[src/rtl/life_grid.sv]
// life_grid: row-serial life-like cellular automaton engine.
// One row is rewritten per clock from old copies of its neighbours.
module life_grid #(
  parameter int WIDTH  = 8,
  parameter int HEIGHT = 8,
  parameter int WRAP   = 1,
  parameter int GEN_W  = 16,
  localparam int POP_W = $clog2(WIDTH*HEIGHT+1),
  localparam int ROW_W = $clog2(HEIGHT)
) (
  input  logic                    i_clk,
  input  logic                    i_reset,
  input  logic                    i_load,
  input  logic [ROW_W-1:0]        i_load_row,
  input  logic [WIDTH-1:0]        i_load_data,
  input  logic [8:0]              i_birth,
  input  logic [8:0]              i_survive,
  input  logic                    i_step,
  input  logic                    i_run,
  output logic [WIDTH*HEIGHT-1:0] o_grid,
  output logic                    o_busy,
  output logic                    o_done,
  output logic [GEN_W-1:0]        o_generation,
  output logic [POP_W-1:0]        o_population,
  output logic                    o_stable
);

  typedef enum logic {IDLE, COMPUTE} state_t;

  localparam logic WRAP_B = (WRAP != 0);
  localparam logic [ROW_W-1:0] LAST = ROW_W'(HEIGHT-1);

  state_t state;
  logic [HEIGHT-1:0][WIDTH-1:0] rows;
  logic [WIDTH-1:0] row0_old;
  logic [WIDTH-1:0] prev_old;
  logic [ROW_W-1:0] row;
  logic [8:0] birth_q;
  logic [8:0] surv_q;
  logic chg;
  logic [POP_W-1:0] pop_acc;

  logic last;
  logic [ROW_W-1:0] nxt;
  logic [WIDTH-1:0] cur, above, below, new_row;
  logic [WIDTH-1:0] aw, ae, cw, ce, bw, be;
  logic [3:0] n;
  logic [POP_W-1:0] row_pop, load_pop;
  logic load_ok;
  logic row_chg;

  // Neighbour in column c-1 / c+1; edge columns wrap or read dead.
  function automatic logic [WIDTH-1:0] west(input logic [WIDTH-1:0] v);
    return {v[WIDTH-2:0], WRAP_B & v[WIDTH-1]};
  endfunction

  function automatic logic [WIDTH-1:0] east(input logic [WIDTH-1:0] v);
    return {WRAP_B & v[0], v[WIDTH-1:1]};
  endfunction

  assign o_grid  = rows;
  assign last    = (row == LAST);
  assign nxt     = last ? '0 : row + ROW_W'(1);
  assign cur     = rows[row];
  assign above   = prev_old;
  assign below   = last ? (WRAP_B ? row0_old : '0) : rows[nxt];
  assign load_ok = (i_load_row <= LAST);
  assign aw = west(above);
  assign ae = east(above);
  assign cw = west(cur);
  assign ce = east(cur);
  assign bw = west(below);
  assign be = east(below);
  assign row_chg = (new_row != cur);

  always_comb begin
    new_row = '0;
    row_pop = '0;
    n = '0;
    for (int c = 0; c < WIDTH; c++) begin
      n = 4'(aw[c]) + 4'(above[c]) + 4'(ae[c])
        + 4'(cw[c]) + 4'(ce[c])
        + 4'(bw[c]) + 4'(below[c]) + 4'(be[c]);
      new_row[c] = cur[c] ? surv_q[n] : birth_q[n];
      row_pop = row_pop + POP_W'(new_row[c]);
    end
  end

  // Population of the grid as it will look after this cycle's load.
  always_comb begin
    load_pop = '0;
    for (int r = 0; r < HEIGHT; r++)
      for (int c = 0; c < WIDTH; c++)
        load_pop = load_pop + POP_W'(
          (load_ok && i_load_row == ROW_W'(r)) ?
          i_load_data[c] : rows[r][c]);
  end

  always_ff @(posedge i_clk) begin
    if (i_reset) begin
      state        <= IDLE;
      rows         <= '0;
      row0_old     <= '0;
      prev_old     <= '0;
      row          <= '0;
      birth_q      <= '0;
      surv_q       <= '0;
      chg          <= 1'b0;
      pop_acc      <= '0;
      o_busy       <= 1'b0;
      o_done       <= 1'b0;
      o_stable     <= 1'b0;
      o_generation <= '0;
      o_population <= '0;
    end else begin
      o_done <= 1'b0;
      unique case (state)
        IDLE: begin
          if (i_load) begin
            if (load_ok) begin
              for (int r = 0; r < HEIGHT; r++)
                if (i_load_row == ROW_W'(r))
                  rows[r] <= i_load_data;
              o_population <= load_pop;
              o_stable     <= 1'b0;
            end
          end else if (i_step || i_run) begin
            birth_q  <= i_birth;
            surv_q   <= i_survive;
            row      <= '0;
            row0_old <= rows[0];
            prev_old <= WRAP_B ? rows[HEIGHT-1] : '0;
            chg      <= 1'b0;
            pop_acc  <= '0;
            o_busy   <= 1'b1;
            state    <= COMPUTE;
          end
        end
        COMPUTE: begin
          rows[row] <= new_row;
          prev_old  <= cur;
          pop_acc   <= pop_acc + row_pop;
          chg       <= chg | row_chg;
          row       <= nxt;
          if (last) begin
            o_population <= pop_acc + row_pop;
            o_stable     <= !(chg | row_chg);
            o_generation <= o_generation + GEN_W'(1);
            o_done       <= 1'b1;
            o_busy       <= 1'b0;
            state        <= IDLE;
          end
        end
        default: state <= IDLE;
      endcase
    end
  end

endmodule

[config.mk]
export PLATFORM = sky130hd
export DESIGN_NAME = life_grid
export DESIGN_NICKNAME = d
export VERILOG_FILES = /design/src/rtl/life_grid.sv
export SDC_FILE = /design/constraint.sdc
export NUM_CORES = 1
export LEC_CHECK = 0
export BUFFER_PORTS_ARGS = -buffer_cell sky130_fd_sc_hd__buf_2
export CAP_MARGIN = 40
export CORE_MARGIN = 1
export CORE_UTILIZATION = 61
export DETAILED_ROUTE_END_ITERATION = 10
export PLACE_DENSITY_LB_ADDON = 0.1
export SLEW_MARGIN = 30
export SYNTH_ARGS = -nofsm -noshare
export SYNTH_HDL_FRONTEND = slang
export SYNTH_SLANG_ARGS = --single-unit
[constraint.sdc]
create_clock -name i_clk -period 9.85 [get_ports i_clk]
set_input_delay 0.985 -clock i_clk [delete_from_list [all_inputs] [get_ports i_clk]]
set_output_delay 0.985 -clock i_clk [all_outputs]
set_load 0.02 [all_outputs]
==> impl_metrics.py <==
metrics = {
    "run_status": {
        "outcome": "completed",
    },
    "yosys": {
        "synth_flop_cell": "dfxtp_1",
        "postSynthAreaPerCell_um2": 9.214,
        "async_reset_ff_share_pct": 0,
        "netlist_instances": 1282,
        "synth_top_family_by_area": "multiplexers",
        "yosys.area_share.adder_pct": 20.51,
        "synth_top_area_share_pct": 23.05,
        "synth-seq-cells": 136,
        "synthSimpleGateAreaFrac_pct": 14.23,
        "synth_edf_count": 0,
        "synth_area_leaders": "dfxtp_1, fa_1, mux4_2",
        "synth_warnings": 0,
        "yosysSeqAreaShare_pct": 23.05,
        "synth_xor_area_share_pct": 2.351,
        "synth_cell_type_count": 63,
        "synth_commonest_cells": "nor2_1, dfxtp_1, inv_1",
        "syn_nets": 1455,
        "muxShareOfSynthArea_pct": 20.65,
        "synthesis.area_um2": 11810,
        "synth-compound-area-share_pct": 12.55,
        "synth_area_leader_cell": "dfxtp_1",
        "synth_most_common_cell": "nor2_1",
    },
    "clock_network": {
        "cts-root-buf": "clkbuf_16",
        "path_clk_slew_ns": 0.07,
        "clock_latency_ns": 0.43,
        "cts_setup_buffers": 0,
        "cts_tree": "done",
        "cts-resized-gates": 0,
        "cts_buffer_depth": 2,
        "clock-sinks": 136,
        "hold_buffers": 0,
        "cts-buffers-inserted": 17,
        "h-tree-depth": 4,
    },
    "placed_design": {
        "place_congestion": 1.049,
        "port_buffers": 123,
        "dp.final_hpwl_um": 29690,
        "placed_cell_area_um2": 12680,
        "post-place-ws_ns": 0.7282,
    },
    "layout": {
        "fill_cells": 1516,
        "antenna_cells": 0,
        "layout.nets": 1552,
        "fin_area_um2": 13360,
        "post_route_cells_drive_above_1_share_pct": 21.91,
        "area_growth_pct": 13.08,
        "multiInputGateArea_um2": 8334,
        "final_util_pct": 70.94,
        "seqCellArea_um2": 2724,
    },
    "pwr": {
        "ir_drop_v": 0.0004237,
        "total_power_mw": 2.827,
        "cellPowerDensity_nw_per_um2": 211.6,
        "total_leakage_power_nw": 5.984,
    },
    "setup_path": {
        "cp_slowest_cell": "fa_1",
        "crit_required_ns": 10.19,
        "critPathMostFrequentCell": "fa_1",
        "critical_path_arrival_ns": 9.36,
        "rrSetupSlack_ns": 0.83,
        "cp_slowest_stage_delay_ns": 0.71,
        "critPathKind": "reg2reg",
        "critPathMaxFanout": 13,
        "crit_path_end_kind": "flip-flop",
        "crit_path_start_kind": "flip-flop",
    },
    "floorplan": {
        "rows": 50,
        "ios": 124,
        "die_area_um2": 19920,
        "start_util_pct": 62.73,
        "dieWidth_um": 141.2,
        "coreArea_um2": 18830,
        "die_h_um": 141.2,
    },
    "routing": {
        "drt_pass1_iterations": 6,
        "detail_route.wl_per_cell_um": 24.04,
        "wl_um": 39710,
        "via_per_inst": 6.475,
        "drt_iter0_markers": 1301,
        "ant_nets": 0,
        "drc_errors": 0,
        "num_vias": 10696,
    },
    "global_routing": {
        "track_usage_pct": 41.32,
        "grt_pass1_wl_um": 60930,
        "grt_pass1_vias": 10113,
        "antenna_found_initial": 0,
        "grt_overflow_total": 0,
        "grt_max_degree": 107,
    },
    "timing": {
        "final.min_clock_period_ns": 9.023,
        "worst_pin_slew_ns": 0.8621,
        "fin_crit_sh_pct": 91.60,
        "rsz0062_at_grt": "no",
        "tns_ns": 0,
        "skew_ns": 0.01508,
        "fmax_mhz": 110.8,
        "setup_ws_ns": 0.8272,
        "setup-violations-final": 0,
        "hold_violations": 0,
        "slew_headroom_pct": 42.08,
        "slew_viol_final": 0,
    },
    "run": {
        "maxCapViolCount": 0,
    },
    "hold_path": {
        "min_path_type": "reg2reg",
    },
}
==> state kept, by name, summed over array words and instances, names as in the netlist <==
name          count
row0_old          8
o_stable          1
above             8
o_grid           64
o_done            1
o_generation     16
state             1
chg               1
pop_acc           7
o_population      7
o_busy            1
surv_q            9
birth_q           9
row               3
==> cell type report <==
class / count / share of cell area [%]
Clock buffer: 17 / 3.185
Clock inverter: 15 / 1.489
Inverter: 126 / 3.541
Multi-Input combinational cell: 941 / 62.39
Sequential cell: 136 / 20.39
Tap cell: 260 / 2.435
Timing Repair Buffer: 157 / 6.566
==> cell usage in the layout, fill, tap and decap left out, drive strengths merged, types with 20 or more instances in the layout <==
master  instances
a221oi         64
mux2           45
nand2         104
mux2i          73
dfxtp         136
ha             48
a21oi          65
buf           157
o21ai          20
inv           131
mux4           51
fa             91
nor2          200
==> path summary, 6_finish.rpt <==
path	startpoint	to	cells past startpoint
worst max-delay path	row[0]	o_population[6]	32
worst min-delay path	row0_old[4]	row0_old[4]	2
worst max register to register	row[0]	o_population[6]	32
worst min register to register	row0_old[4]	row0_old[4]	2
==> logic make-up after synthesis <==
| group | count (synthesis) |
|---|---|
| xor+xnor | 30 |
| flops | 136 |
| mux | 169 |
| buf+inv | 205 |
| simple gates | 392 |
| compound gates | 211 |
| fa+ha+maj | 139 |
==> report_power, final <==
| part | switching, mW | leakage, nW | internal [mW] |
|---|---|---|---|
| clock | 0.312 | 0.300 | 0.347 |
| sequential | 0.0547 | 1.10 | 0.580 |
| combinational | 0.901 | 4.58 | 0.632 |
| total | 1.27 | 5.98 | 1.56 |
==> metal layers <==
layer | GRT usage [%] | routed length, um
met1 | 57.74 | 15890
met5 | 0 | 0
met3 | 12.84 | 5267
met4 | 11.78 | 1051
met2 | 61.62 | 17510
==> stage by stage <==
stage / hold slack, ns / instances
final: 0.4642 / 1652
after global routing: 0.4825 / 1652
after CTS: 0.4636 / 1645
after detailed placement: 0.4502 / 1613
after global placement: 0.4422 / 1612
after floorplan: 0.4366 / 1282
==> worst max-delay path, delay by kind of cell, from the launching register on <==
kind | cells | cell delay, ns
mux | 3 | 1.01
xor+xnor | 1 | 0.15
simple gates | 7 | 0.84
flops | 1 | 0.57
fa+ha+maj | 10 | 4.34
buf+inv | 7 | 0.87
compound gates | 4 | 1.14
(Power assumes the default switching activity.)
